`src/rtl/gate_control_scheduler.sv`:
```
// gate_control_scheduler
// Runs a cyclic TSN gate control list against a free-running picosecond
// reference timer and drives one transmit gate bit per egress queue.
// Optional feature macro: GATE_SCHED_CYCLE_COUNT_EN adds the cycle_count
// output, which counts schedule wraps since the last accepted start.
module gate_control_scheduler #(
  parameter int TIMESTAMP_WIDTH = 72,
  parameter int NUM_QUEUES      = 8,
  parameter int GCL_DEPTH       = 16,
  parameter int INTERVAL_WIDTH  = 40,
  localparam int ADDR_W         = $clog2(GCL_DEPTH)
) (
  input  logic                       clk,
  input  logic                       rstn,
  input  logic [TIMESTAMP_WIDTH-1:0] reference_timer,
  input  logic                       cfg_wr_en,
  input  logic [ADDR_W-1:0]          cfg_wr_addr,
  input  logic [NUM_QUEUES-1:0]      cfg_wr_gates,
  input  logic [INTERVAL_WIDTH-1:0]  cfg_wr_interval,
  input  logic [TIMESTAMP_WIDTH-1:0] cfg_base_time,
  input  logic [TIMESTAMP_WIDTH-1:0] cfg_cycle_time,
  input  logic [ADDR_W:0]            cfg_list_len,
  input  logic                       cfg_start,
  input  logic                       cfg_stop,
  output logic [NUM_QUEUES-1:0]      gate_states,
  output logic                       cycle_start,
  output logic [ADDR_W-1:0]          entry_index,
  output logic                       running,
  output logic                       config_error
`ifdef GATE_SCHED_CYCLE_COUNT_EN
  ,
  output logic [31:0]                cycle_count
`endif
);

  typedef enum logic [1:0] {
    IDLE,
    WAIT_BASE,
    RUN
  } state_t;

  localparam logic [ADDR_W-1:0] FIRST_ENTRY = '0;

  // GCL storage; never cleared so a schedule survives reset
  logic [NUM_QUEUES-1:0]     gcl_gates    [GCL_DEPTH];
  logic [INTERVAL_WIDTH-1:0] gcl_interval [GCL_DEPTH];

  state_t                     state;
  logic [TIMESTAMP_WIDTH-1:0] base_r;
  logic [TIMESTAMP_WIDTH-1:0] cycle_r;
  logic [ADDR_W:0]            len_r;
  logic [TIMESTAMP_WIDTH-1:0] cyc_start;
  logic [TIMESTAMP_WIDTH-1:0] ent_end;

  logic [TIMESTAMP_WIDTH-1:0] cyc_end;
  logic [ADDR_W-1:0]          idx_next;
  logic                       not_last;
  logic                       cfg_valid;
  logic                       wrap_now;
  logic                       advance_now;

  // Entry writes from the management block, dropped while reset is held
  always_ff @(posedge clk) begin
    if (rstn && cfg_wr_en) begin
      gcl_gates[cfg_wr_addr]    <= cfg_wr_gates;
      gcl_interval[cfg_wr_addr] <= cfg_wr_interval;
    end
  end

  assign cyc_end   = cyc_start + cycle_r;
  assign idx_next  = entry_index + ADDR_W'(1);
  assign not_last  = ({1'b0, entry_index} < (len_r - (ADDR_W + 1)'(1)));
  assign cfg_valid = (cfg_list_len != '0) &&
                     (cfg_list_len <= (ADDR_W + 1)'(GCL_DEPTH)) &&
                     (cfg_cycle_time != '0);

  // A cycle wrap takes priority over an entry advance; start/stop pulses
  // override both so the schedule never steps in the same clock as a reconfig.
  assign wrap_now    = (state == RUN) && !cfg_stop && !cfg_start &&
                       (reference_timer >= cyc_end);
  assign advance_now = (state == RUN) && !cfg_stop && !cfg_start && !wrap_now &&
                       (reference_timer >= ent_end) && not_last;

  // Schedule sequencer: configuration latching, base wait, entry stepping
  always_ff @(posedge clk) begin
    if (!rstn) begin
      state        <= IDLE;
      base_r       <= '0;
      cycle_r      <= '0;
      len_r        <= '0;
      cyc_start    <= '0;
      ent_end      <= '0;
      gate_states  <= '1;
      cycle_start  <= 1'b0;
      entry_index  <= '0;
      running      <= 1'b0;
      config_error <= 1'b0;
    end else begin
      cycle_start <= 1'b0;
      if (cfg_stop) begin
        state       <= IDLE;
        gate_states <= '1;
        entry_index <= '0;
        running     <= 1'b0;
      end else if (cfg_start) begin
        gate_states <= '1;
        entry_index <= '0;
        running     <= 1'b0;
        if (cfg_valid) begin
          state        <= WAIT_BASE;
          config_error <= 1'b0;
          cycle_r      <= cfg_cycle_time;
          len_r        <= cfg_list_len;
          base_r       <= (reference_timer >= cfg_base_time) ? reference_timer
                                                             : cfg_base_time;
        end else begin
          state        <= IDLE;
          config_error <= 1'b1;
        end
      end else begin
        case (state)
          IDLE: begin
          end
          WAIT_BASE: begin
            if (reference_timer >= base_r) begin
              state       <= RUN;
              running     <= 1'b1;
              cyc_start   <= base_r;
              ent_end     <= base_r + TIMESTAMP_WIDTH'(gcl_interval[FIRST_ENTRY]);
              entry_index <= FIRST_ENTRY;
              gate_states <= gcl_gates[FIRST_ENTRY];
              cycle_start <= 1'b1;
            end
          end
          RUN: begin
            if (wrap_now) begin
              cyc_start   <= cyc_end;
              ent_end     <= cyc_end + TIMESTAMP_WIDTH'(gcl_interval[FIRST_ENTRY]);
              entry_index <= FIRST_ENTRY;
              gate_states <= gcl_gates[FIRST_ENTRY];
              cycle_start <= 1'b1;
            end else if (advance_now) begin
              entry_index <= idx_next;
              ent_end     <= ent_end + TIMESTAMP_WIDTH'(gcl_interval[idx_next]);
              gate_states <= gcl_gates[idx_next];
            end
          end
          default: begin
            state <= IDLE;
          end
        endcase
      end
    end
  end

`ifdef GATE_SCHED_CYCLE_COUNT_EN
  // Wrap counter, restarted by every accepted configuration
  always_ff @(posedge clk) begin
    if (!rstn) begin
      cycle_count <= '0;
    end else if (!cfg_stop && cfg_start && cfg_valid) begin
      cycle_count <= '0;
    end else if (wrap_now) begin
      cycle_count <= cycle_count + 32'd1;
    end
  end
`endif

endmodule

```
`config.mk`:
```
export PLATFORM = sky130hd
export DESIGN_NAME = gate_control_scheduler
export DESIGN_NICKNAME = d
export VERILOG_FILES = /design/src/rtl/gate_control_scheduler.sv
export SDC_FILE = /design/constraint.sdc
export NUM_CORES = 2
export LEC_CHECK = 0
export CORE_UTILIZATION = 48
export DETAILED_ROUTE_END_ITERATION = 10
export HOLD_SLACK_MARGIN = 0.15
export PLACE_DENSITY = 0.66
export SLEW_MARGIN = 10
export SYNTH_ARGS = -nofsm -noshare
export SYNTH_HDL_FRONTEND = slang
export SYNTH_SLANG_ARGS = --single-unit
```
`constraint.sdc`:
```
create_clock -name clk -period 6.8 [get_ports clk]
set_input_delay 1.02 -clock clk [delete_from_list [all_inputs] [get_ports clk]]
set_output_delay 1.02 -clock clk [all_outputs]
set_load 0.03 [all_outputs]
```
==> flow_summary.json <==
{
  "maxSlewHeadroom": 0.199,
  "post-route-period-util": 0.986,
  "cp_max_fo": 9,
  "die_y_um": 362,
  "finalSetupTns_ns": 0,
  "routedWlPerCell_um": 26.2,
  "fin_nets": 6847,
  "setup_viol": 0,
  "via_per_inst": 6.19,
  "period_minus_slack_ns": 6.70,
  "whs_ns": 0.462,
  "areaGrowthSynthToFinish_pct": 18.6,
  "yosys.area.top_type": "edfxtp_1",
  "synth_edf_count": 768,
  "drv_slew": 0,
  "synth_area_per_cell_um2": 11.1,
  "clkLatencyLatePin_ns": 0.77,
  "synth_seq_cells": 1078,
  "path_class": "reg2reg",
  "min_path_type": "reg2reg",
  "max_stage_delay_ns": 0.50,
  "crit_required_ns": 7.40,
  "cp_common_cell": "buf_4",
  "synthCells": 5599,
  "grt_max_degree": 99,
  "synth_async_sr_flop_share": 0,
  "numCtsBuffers": 112,
  "wirelength_mm": 208,
  "numPortBuffers": 292,
  "grt_pass1_vias": 47099,
  "critPathTopFamily": "compound AO/OA/AOI/OAI gates",
  "drc_errors": 0,
  "worst_path_max_delay_cell": "o41ai_4",
  "overflow": 0,
  "tightestPinTransition_ns": 1.19,
  "synth_area_mm2": 0.0622,
  "antenna_found_initial": 8,
  "cts-root-buf": "clkbuf_16",
  "drt_pass1_iterations": 7,
  "dieArea_mm2": 0.131,
  "yosys_warnings": 0,
  "cts_tree": "yes",
  "skew_ns": 0.0682,
  "ant_nets": 0,
  "grt_usage": 0.310,
  "synth_cell_types": 89,
  "gp_congestion": 1.00,
  "fmax_mhz": 149,
  "dp_hpwl_mm": 150,
  "ir_drop_uv": 313,
  "drt-initial-drc-count": 5038,
  "synth_most_common_cell": "edfxtp_1",
  "finalCoreUtilization": 0.576,
  "finalPower_mw": 15.2,
  "via_count": 48992,
  "clk_path_buf_depth": 3,
  "cts-hold-fix-buffers": 0,
  "synth_flop_cell": "edfxtp_1",
  "core_area_mm2": 0.128,
  "die_x_um": 362,
  "synth_top_area_share": 0.371,
  "cp-end-kind": "flip-flop",
  "synth.top_cells.by_count": "edfxtp_1, a21oi_1, nand2_1",
  "clkSinkCount": 1078,
  "num_rows": 131,
  "synth.net_count": 6366,
  "boundaryPins": 293,
  "cp_num_buf_inv": 11,
  "initial_core_util": 0.486,
  "grt_pass1_wl_mm": 302,
  "drive_gt1_frac": 0.147,
  "max_cap_viol_count": 0,
  "startpoint_type": "flip-flop",
  "clkSlewWorstSetupHoldPaths_ns": 0.06,
  "ys_top_cells_by_area": "edfxtp_1, dfxtp_1, ha_1",
  "htree_levels": 3,
  "worstPathArrival_ns": 7.31,
  "p_leak_nw": 27.4,
  "outcome": "finished, final reports clean",
  "power_density_mw_per_mm2": 206,
  "finalHoldViolCount": 0,
  "ys_seq_area_frac": 0.471
}
[metal layers]
metal / vias up / global-route usage / part of all wire
met2: 2096 / 0.472 / 0.44
li1: 22397 / - / -
met4: 6 / 0.107 / 0.036
met5: - / 0 / 0.00021
met3: 315 / 0.0519 / 0.083
met1: 24178 / 0.447 / 0.44
[sequential cells by signal, summed over array words and instances, names as in the netlist, 2 cells and up]
signal / flops
gcl_interval: 640
gcl_gates: 128
base_r: 72
cyc_start: 72
cycle_r: 72
ent_end: 72
gate_states: 8
len_r: 5
entry_index: 4
state: 2
[power by group]
part | internal (mW) | switching, mW | leakage, nW | total [mW]
registers | 7.14 | 0.0846 | 9.43 | 7.22
clock network | 3.58 | 2.76 | 1.82 | 6.34
logic | 0.663 | 0.953 | 16.2 | 1.62
total | 11.4 | 3.79 | 27.4 | 15.2
[final cells by class]
class	instances	area, um^2
clock inverters	78	892
flip-flops and latches	1078	29300
well taps	1729	2160
repair buffers	629	5820
multi-input cells	3923	31400
fillers	10560	54300
inverters	336	1260
clock buffers	135	2910
diodes	3	7.51
[worst paths after layout]
path / from / to / slack (ns) / cells after the start
worst max-delay path: cyc_start[0]$_SDFFE_PN0P_ / ent_end[16]$_SDFFE_PN0P_ / 0.1 / 33
worst min-delay path: running$_SDFFE_PP0P_ / running$_SDFFE_PP0P_ / 0.46 / 2
worst max register to register: cyc_start[0]$_SDFFE_PN0P_ / ent_end[16]$_SDFFE_PN0P_ / 0.1 / 33
worst min register to register: running$_SDFFE_PP0P_ / running$_SDFFE_PP0P_ / 0.46 / 2
[tightest hold or removal path, stage by stage, from the launching register on]
cell and delay, ns:
dfxtp_1 0.32, inv_1 0.05, a21oi_1 0.05
[kinds of logic after synthesis]
logic type	Yosys count	share of synthesized area
multiplexers	331	0.102
XOR/XNOR	243	0.0342
flip-flops	1078	0.471
buffers and inverters	598	0.0369
AND/OR/NAND/NOR	1304	0.0993
adder cells (fa/ha/maj)	489	0.0988
AO/OA/AOI/OAI	1556	0.159
[layout by cell type, fill, tap and decap left out, types with 114 or more instances in the layout]
cell type,netlist,final
dfxtp_1,310,307
o21ai_0,335,321
buf_4,3,301
edfxtp_1,768,768
nand2_1,502,496
mux4_2,240,240
clkdlybuf4s50_1,0,291
inv_1,335,332
a21o_1,135,135
nor2_1,252,237
ha_1,485,467
clkbuf_16,0,114
nand4_1,125,125
a21oi_1,521,502
xnor2_1,165,160
[through the flow]
step,cell area [um^2],worst slack (ns),instances
floorplan,62200,0.509,5599
detailed placement,69000,-0.556,7664
finish,73700,0.0978,7911
global route,73700,-0.0420,7908
global placement,69000,-0.496,7664
CTS,72900,0.0124,7877
[repair_timing]
item | CTS | global route
setup buffers | 0 | 27
pin swaps | 3 | 45
cloned | 0 | 4
setup endpoints to repair | 156 | 156
resized for setup | 12 | 125
(Power assumes the default switching activity.)
